<file path="src/rtl/rst_seq.sv">
// rst_seq: filters PLL lock and releases per-channel resets one at a time with a programmable stagger
module rst_seq #(
   parameter int CHANNELS    = 2,
   parameter int SYNC_STAGES = 2,
   parameter int LOCK_FILTER = 8,
   parameter int STAGGER     = 16
) (
   input  logic                i_clk,
   input  logic                i_rst_n,
   input  logic                i_locked,
   input  logic                i_sw_rst,
   output logic [CHANNELS-1:0] o_rst,
   output logic                o_ready,
   output logic [7:0]          o_loss_cnt
);
   localparam int FW = LOCK_FILTER > 1 ? $clog2(LOCK_FILTER) : 1;
   localparam int SW = STAGGER > 1 ? $clog2(STAGGER) : 1;
   localparam int IW = CHANNELS > 1 ? $clog2(CHANNELS) : 1;
   localparam logic [FW-1:0] FC_LAST = FW'(LOCK_FILTER - 1);
   localparam logic [SW-1:0] SC_LAST = SW'(STAGGER - 1);
   localparam logic [IW-1:0] IDX_LAST = IW'(CHANNELS - 1);
   typedef enum logic [1:0] {HOLD, RELEASE, RUN} state_t;
   state_t state, state_nx;
   logic [SYNC_STAGES-1:0] sync;
   logic lock_s;
   logic [FW-1:0] fc, fc_nx;
   logic [SW-1:0] sc, sc_nx;
   logic [IW-1:0] idx, idx_nx;
   logic [CHANNELS-1:0] rst_nx;
   logic ready_nx;
   logic [7:0] loss_nx;
   assign lock_s = sync[SYNC_STAGES-1];
   // bring the asynchronous lock indication into the clk domain
   always_ff @(posedge i_clk or negedge i_rst_n)
      if (!i_rst_n) sync <= '0;
      else sync <= {sync[SYNC_STAGES-2:0], i_locked};
   // state, counters and registered outputs
   always_ff @(posedge i_clk or negedge i_rst_n)
      if (!i_rst_n) begin
         state      <= HOLD;
         fc         <= '0;
         sc         <= '0;
         idx        <= '0;
         o_rst      <= '1;
         o_ready    <= 1'b0;
         o_loss_cnt <= '0;
      end else begin
         state      <= state_nx;
         fc         <= fc_nx;
         sc         <= sc_nx;
         idx        <= idx_nx;
         o_rst      <= rst_nx;
         o_ready    <= ready_nx;
         o_loss_cnt <= loss_nx;
      end
   // abort overrides everything; otherwise qualify lock, then release channels in index order
   always_comb begin
      state_nx = state;
      fc_nx    = fc;
      sc_nx    = sc;
      idx_nx   = idx;
      rst_nx   = o_rst;
      ready_nx = o_ready;
      loss_nx  = o_loss_cnt;
      if (!lock_s || i_sw_rst) begin
         state_nx = HOLD;
         fc_nx    = '0;
         sc_nx    = '0;
         idx_nx   = '0;
         rst_nx   = '1;
         ready_nx = 1'b0;
         if (!lock_s && state != HOLD && o_loss_cnt != 8'hff) loss_nx = o_loss_cnt + 8'd1;
      end else begin
         case (state)
            HOLD:
               if (fc == FC_LAST) begin
                  state_nx = RELEASE;
                  fc_nx    = '0;
                  sc_nx    = '0;
                  idx_nx   = '0;
               end else fc_nx = fc + FW'(1);
            RELEASE:
               if (sc == SC_LAST) begin
                  rst_nx = o_rst & ~(CHANNELS'(1) << idx);
                  sc_nx  = '0;
                  idx_nx = idx + IW'(1);
                  if (idx == IDX_LAST) begin
                     state_nx = RUN;
                     ready_nx = 1'b1;
                  end
               end else sc_nx = sc + SW'(1);
            default: ;
         endcase
      end
   end
endmodule

</file>
<file path="config.mk">
export PLATFORM = sky130hd
export DESIGN_NAME = rst_seq
export DESIGN_NICKNAME = d
export VERILOG_FILES = /design/src/rtl/rst_seq.sv
export SDC_FILE = /design/constraint.sdc
export NUM_CORES = 1
export LEC_CHECK = 0
export BUFFER_PORTS_ARGS = -buffer_cell sky130_fd_sc_hd__buf_2
export CAP_MARGIN = 20
export CORE_UTILIZATION = 60
export CTS_BUF_LIST = sky130_fd_sc_hd__clkbuf_4 sky130_fd_sc_hd__clkbuf_8
export CTS_CLUSTER_DIAMETER = 40
export DETAILED_ROUTE_END_ITERATION = 8
export GPL_TIMING_DRIVEN = 0
export PLACE_DENSITY = 0.91
export REMOVE_ABC_BUFFERS = 1
export SLEW_MARGIN = 40
export SYNTH_ARGS = -nofsm -noshare
export SYNTH_HDL_FRONTEND = slang
export SYNTH_SLANG_ARGS = --single-unit
</file>
<file path="constraint.sdc">
create_clock -name i_clk -period 2.1 [get_ports i_clk]
set_input_delay 0.21 -clock i_clk [delete_from_list [all_inputs] [get_ports i_clk]]
set_output_delay 0.21 -clock i_clk [all_outputs]
set_load 0.005 [all_outputs]
</file>
# Word-level counts from Yosys, hierarchy flattened
# Cells that the tools add are included.
dict set report totals {
  reg_bits 23
  input_bits 4
  output_inout_bits 11
  wordCells 62
}
dict set report classes {
  addsub 4
  eq_ne 7
  shift 1
  n_mux 23
  n_bitwise 2
  reduce_logical 17
}
# cell n
set op_table {}
lappend op_table {{2-bit 2-to-1 mux} 7}
lappend op_table {{4-bit 2-to-1 mux} 3}
lappend op_table {{2-bit nonzero test} 5}
lappend op_table {{3-bit 2-to-1 mux} 3}
lappend op_table {{3-bit inequality test, second input constant} 3}
lappend op_table {{8-bit by 1-bit adder with 8-bit output, second input constant} 1}
lappend op_table {{8-bit inequality test, second input constant} 1}
lappend op_table {{4-bit one-hot mux with 2 select lines} 1}
lappend op_table {{1-bit 2-to-1 mux} 7}
lappend op_table {{2-bit AND reduction} 3}
lappend op_table {{3-bit AND reduction} 2}
lappend op_table {{4-bit by 1-bit adder with 4-bit output, second input constant} 1}
lappend op_table {{4-bit == test, second input constant} 1}
lappend op_table {{2-bit one-hot mux with 2 select lines} 1}
lappend op_table {{4-bit AND reduction} 1}
lappend op_table {{3-bit by 1-bit adder with 3-bit output, second input constant} 1}
lappend op_table {{3-bit == test, second input constant} 1}
lappend op_table {{3-bit nonzero test} 1}
lappend op_table {{2-bit AND} 1}
lappend op_table {{2-bit by 1-bit == test with 1-bit output, second input constant} 1}
lappend op_table {{1-bit logical AND} 2}
lappend op_table {{2-bit zero test} 1}
lappend op_table {{2-bit inverter} 1}
lappend op_table {{1-bit one-hot mux with 2 select lines} 1}
lappend op_table {{other kinds (4)} 4}

# Depth between registers and ports, before layout
dict set report logic_depth {
  ltp_word 6
  depth_mapped 5
  depth_no_buf 5
}

# Worst setup path after synthesis
# OpenSTA, ideal clock, no wires.
dict set report synth_path {
  kind {register to register}
  startpoint {reg o_loss_cnt[0]}
  endpoint {reg o_loss_cnt[1]}
  setup_time_ps 125
  arrival_time_ps 1300
  required_ps 1975
  setup_slack_ps 675
  stages_incl_launch_ff 5
  path_buffers 1
  period_less_slack_ps 1425
  cell_sequence {dfrtp_1 -> ha_1 -> clkbuf_1 -> a41o_1 -> mux2_4}
}
dict set report synth_between {
  elab_chain_cells 3
  word_cells_on_any_way 4
  cone_classes {add/sub (1); eq/ne (1); reduce/logical (2)}
}
# element line
set synth_lines {}
lappend synth_lines {{from (decl)} 14} ;# output logic [7:0] o_loss_cnt
lappend synth_lines {{from (signal assigned)} 54} ;# o_loss_cnt <= loss_nx;
lappend synth_lines {{branches (longest 3 deep; another with 8-bit by 1-bit adder with 8-bit output)} -}
# Parallel ways; which one is timed is not known.
# A chain may end at the register's enable or synchronous reset.

# Worst setup path in the final report
dict set report layout_path {
  startpoint {reg state[0]}
  endpoint {reg o_loss_cnt[7]}
}
dict set report layout_between {
  elab_chain_cells 4
}
# element line
set layout_lines {}
lappend layout_lines {{from (decl)} 23} ;# state_t state, state_nx;
lappend layout_lines {{from (signal assigned)} 48} ;# state <= state_nx;
lappend layout_lines {{2-bit nonzero test} 72} ;# if (!lock_s && state != HOLD && o_loss_cnt != 8'hff) loss_nx = o_loss_cnt + 8'd1;
lappend layout_lines {{1-bit logical AND (2 in a row)} 72}
lappend layout_lines {{2-bit AND reduction (no line)} -}
# Every way passes these cells.

==> flow_summary.yaml <==
status:
  status: "finished clean"
pwr:
  irDropWorstVdd_v: 0.000468
  powerDensity_mw_per_mm2: 553
  p_leak_nw: 0.561
sta:
  setup_viol: 0
  finalMaxSlewViolations: 0
  period_share: 0.754
  rsz0062_at_grt: "false"
  final_hold_viol_count: 0
  setup_ws_ns: 0.516
  timing.fmax_mhz: 631
  tns_ns: 0
  tightest_slew_ns: 0.490
  clock-skew-final_ns: 0.00111
  fin_crit_ns: 1.58
  whs_ns: 0.371
  max_slew_margin: 0.674
critical_path:
  slowest_delay_ns: 0.59
  crit_family: "flip-flops"
  required_ns: 2.31
  timing.rr.start: "state[0]"
  slowest_stage: "dfrtp_1"
  cp_cell_sequence: "o21bai_1 -> nor4_1 -> mux2_1"
  cp_num_buf_inv: 0
  crit_arrival_ns: 1.80
  cp-end-kind: "flop"
  start_kind: "flop"
  startpoint: "state[0]"
  cp_max_fo: 13
  worstSetupPathType: "reg2reg"
clock_network:
  cts_tree: "yes"
  clock-sinks: 23
  cts_buffers: 3
  clk_path_buf_depth: 2
  cts_setup_buffers: 0
  root_buffer: "clkbuf_4"
  cts_resized: 0
  path_clk_slew_ns: 0.12
  htreeDepth: 1
  clk_latency_ns: 0.32
placement:
  place_ws_ns: 0.542
  io_buffers: 14
  dp_hpwl_um: 1460
  gp_congestion: 0.799
grt:
  grt_use_total: 0.243
  grt_first_pass_wirelength_um: 3460
  grt_pass1_vias: 802
  grt.met2_usage: 0.354
  grt.overflow.total: 0
  grt-busiest-layer: "met2"
  met3_usage: 0.0640
  antenna_found_initial: 0
  grt_start_max_net_pins: 24
  met1_usage: 0.332
logic_synthesis:
  synth_cell_types: 35
  synth-xor-area-share: 0.0235
  synthFlopType: "dfrtp_1"
  synth_edf_count: 0
  yosysWarningCount: 0
  synth_top_family_by_area: "simple AND/OR/NAND/NOR gates"
  ys_seq_elements: 23
  syn_area_mm2: 0.00112
  syn-mean-instance-area_um2: 10.4
  async_flop_share: 1.00
  synth_compound_area_frac: 0.152
  synth-simple-area-share: 0.211
  synthMuxAreaShare: 0.0335
  synthAdderAreaFrac: 0.0447
  yosysSeqAreaShare: 0.516
  syn-instance-count: 108
die:
  fp-row-count: 15
  io_pins: 15
  design.die.area_mm2: 0.00204
  dieWidth_um: 45.2
  core_mm2: 0.00175
  start_util: 0.642
  die_y_um: 45.2
hold_path:
  hp-start: "sync[0]"
  holdCritPathClass: "reg2reg"
detailed_routing:
  avgViaCountPerCell: 6.15
  antenna_left: 0
  drt_wl_total_um: 2090
  dr.first_iter.drc_count: 26
  drc: 0
  dr.pass1.iters: 4
  wire_per_inst_um: 14.0
  vias: 917
finish:
  nets: 133
  drive_gt1_frac: 0.194
  syn2layout_area_growth_pct: 12.0
  n_antenna_cell: 0
flow_run:
  drv_cap: 0
stage by stage:
stage	power (mW)	util	std cells	cell area, µm²
after global routing	0.714	0.718	149	1250
after CTS	0.686	0.713	148	1240
after detailed placement	0.477	0.690	143	1200
final	0.693	0.718	149	1250
after floorplan	0.464	-	104	1100
after global placement	0.476	0.690	143	1200
synth_stat cells (2+ instances only):
master / number / area (µm²)
nand2b_1: 4 / 25.0
o21ai_0: 7 / 35.0
nor2b_1: 2 / 12.5
a31oi_1: 2 / 12.5
xnor2_1: 3 / 26.3
nand2_1: 11 / 41.3
nand4_1: 5 / 31.3
a21oi_1: 9 / 45.0
and4_1: 2 / 17.5
ha_1: 4 / 50.1
mux2_1: 2 / 22.5
nand3_1: 4 / 20.0
clkbuf_1: 2 / 7.51
nor2_1: 6 / 22.5
o21bai_1: 2 / 15.0
or3_1: 2 / 12.5
buf_2: 2 / 10.0
dfrtp_1: 21 / 526
dfstp_2: 2 / 52.6
routing by layer:
metal	wire [µm]	vias up
met5	0	-
met4	55	0
met3	111	7
met2	984	38
met1	942	445
li1	-	427
worst paths after layout:
kind | to | slack, ns | cells past startpoint
min reg2reg | sync[1] | 0.37 | 0
min in group asynchronous | sc[2] | 0.38 | 2
max in group asynchronous | o_rst[0] | 1.37 | 2
min | sync[1] | 0.37 | 0
max | o_loss_cnt[7] | 0.52 | 3
max reg2reg | o_loss_cnt[7] | 0.52 | 3
layout by cell type (no fill, tap or decap), types with 2 or more instances in the layout:
cell type      Yosys  final
a21oi_1            9      9
a31oi_1            2      2
and4_1             2      2
buf_2              2     14
clkbuf_4           0      4
dfrtp_1           21     21
dfstp_2            2      2
dlygate4sd3_1      0      2
ha_1               4      4
mux2_1             2      2
nand2_1           11     11
nand2b_1           4      4
nand3_1            4      4
nand4_1            5      5
nor2_1             6      6
nor2b_1            2      2
o21ai_0            7      7
o21bai_1           2      2
or3_1              2      2
xnor2_1            3      3
worst register-to-register path, stage by stage, from the launching register on:
cell      delay (ns)
dfrtp_1         0.59
o21bai_1        0.23
nor4_1          0.30
mux2_1          0.37
area by class of cell:
cell class	instances	area, µm²
Inverter	1	3.75
Multi-Input combinational cell	80	520
Tap cell	25	31.3
Sequential cell	23	578
Timing Repair Buffer	16	90.1
Clock buffer	4	30.0
Fill cell	122	492
cells by family after synthesis:
logic type,Yosys count
DFF,23
buffers and inverters,5
adders and majority gates,4
muxes,3
xor gates and xnor gates,3
AOI/OAI and AO/OA,27
and+or+nand+nor,43
registers in the layout, indices dropped and copies added, names as in the netlist:
register    count
fc              3
idx             1
o_loss_cnt      8
o_ready         1
o_rst           2
sc              4
state           2
sync            2
report_power, final:
group	switching, mW	internal, mW
clock network	0.135	0.0874
logic	0.0140	0.00765
registers	0.00235	0.447
total	0.151	0.542
timing repair:
item | in CTS | in global routing
endpoints found under the setup margin | 0 | 0
hold buffers | 1 | 1
endpoints found under the hold margin | 21 | 1
Power figures use the tool's default switching activity.
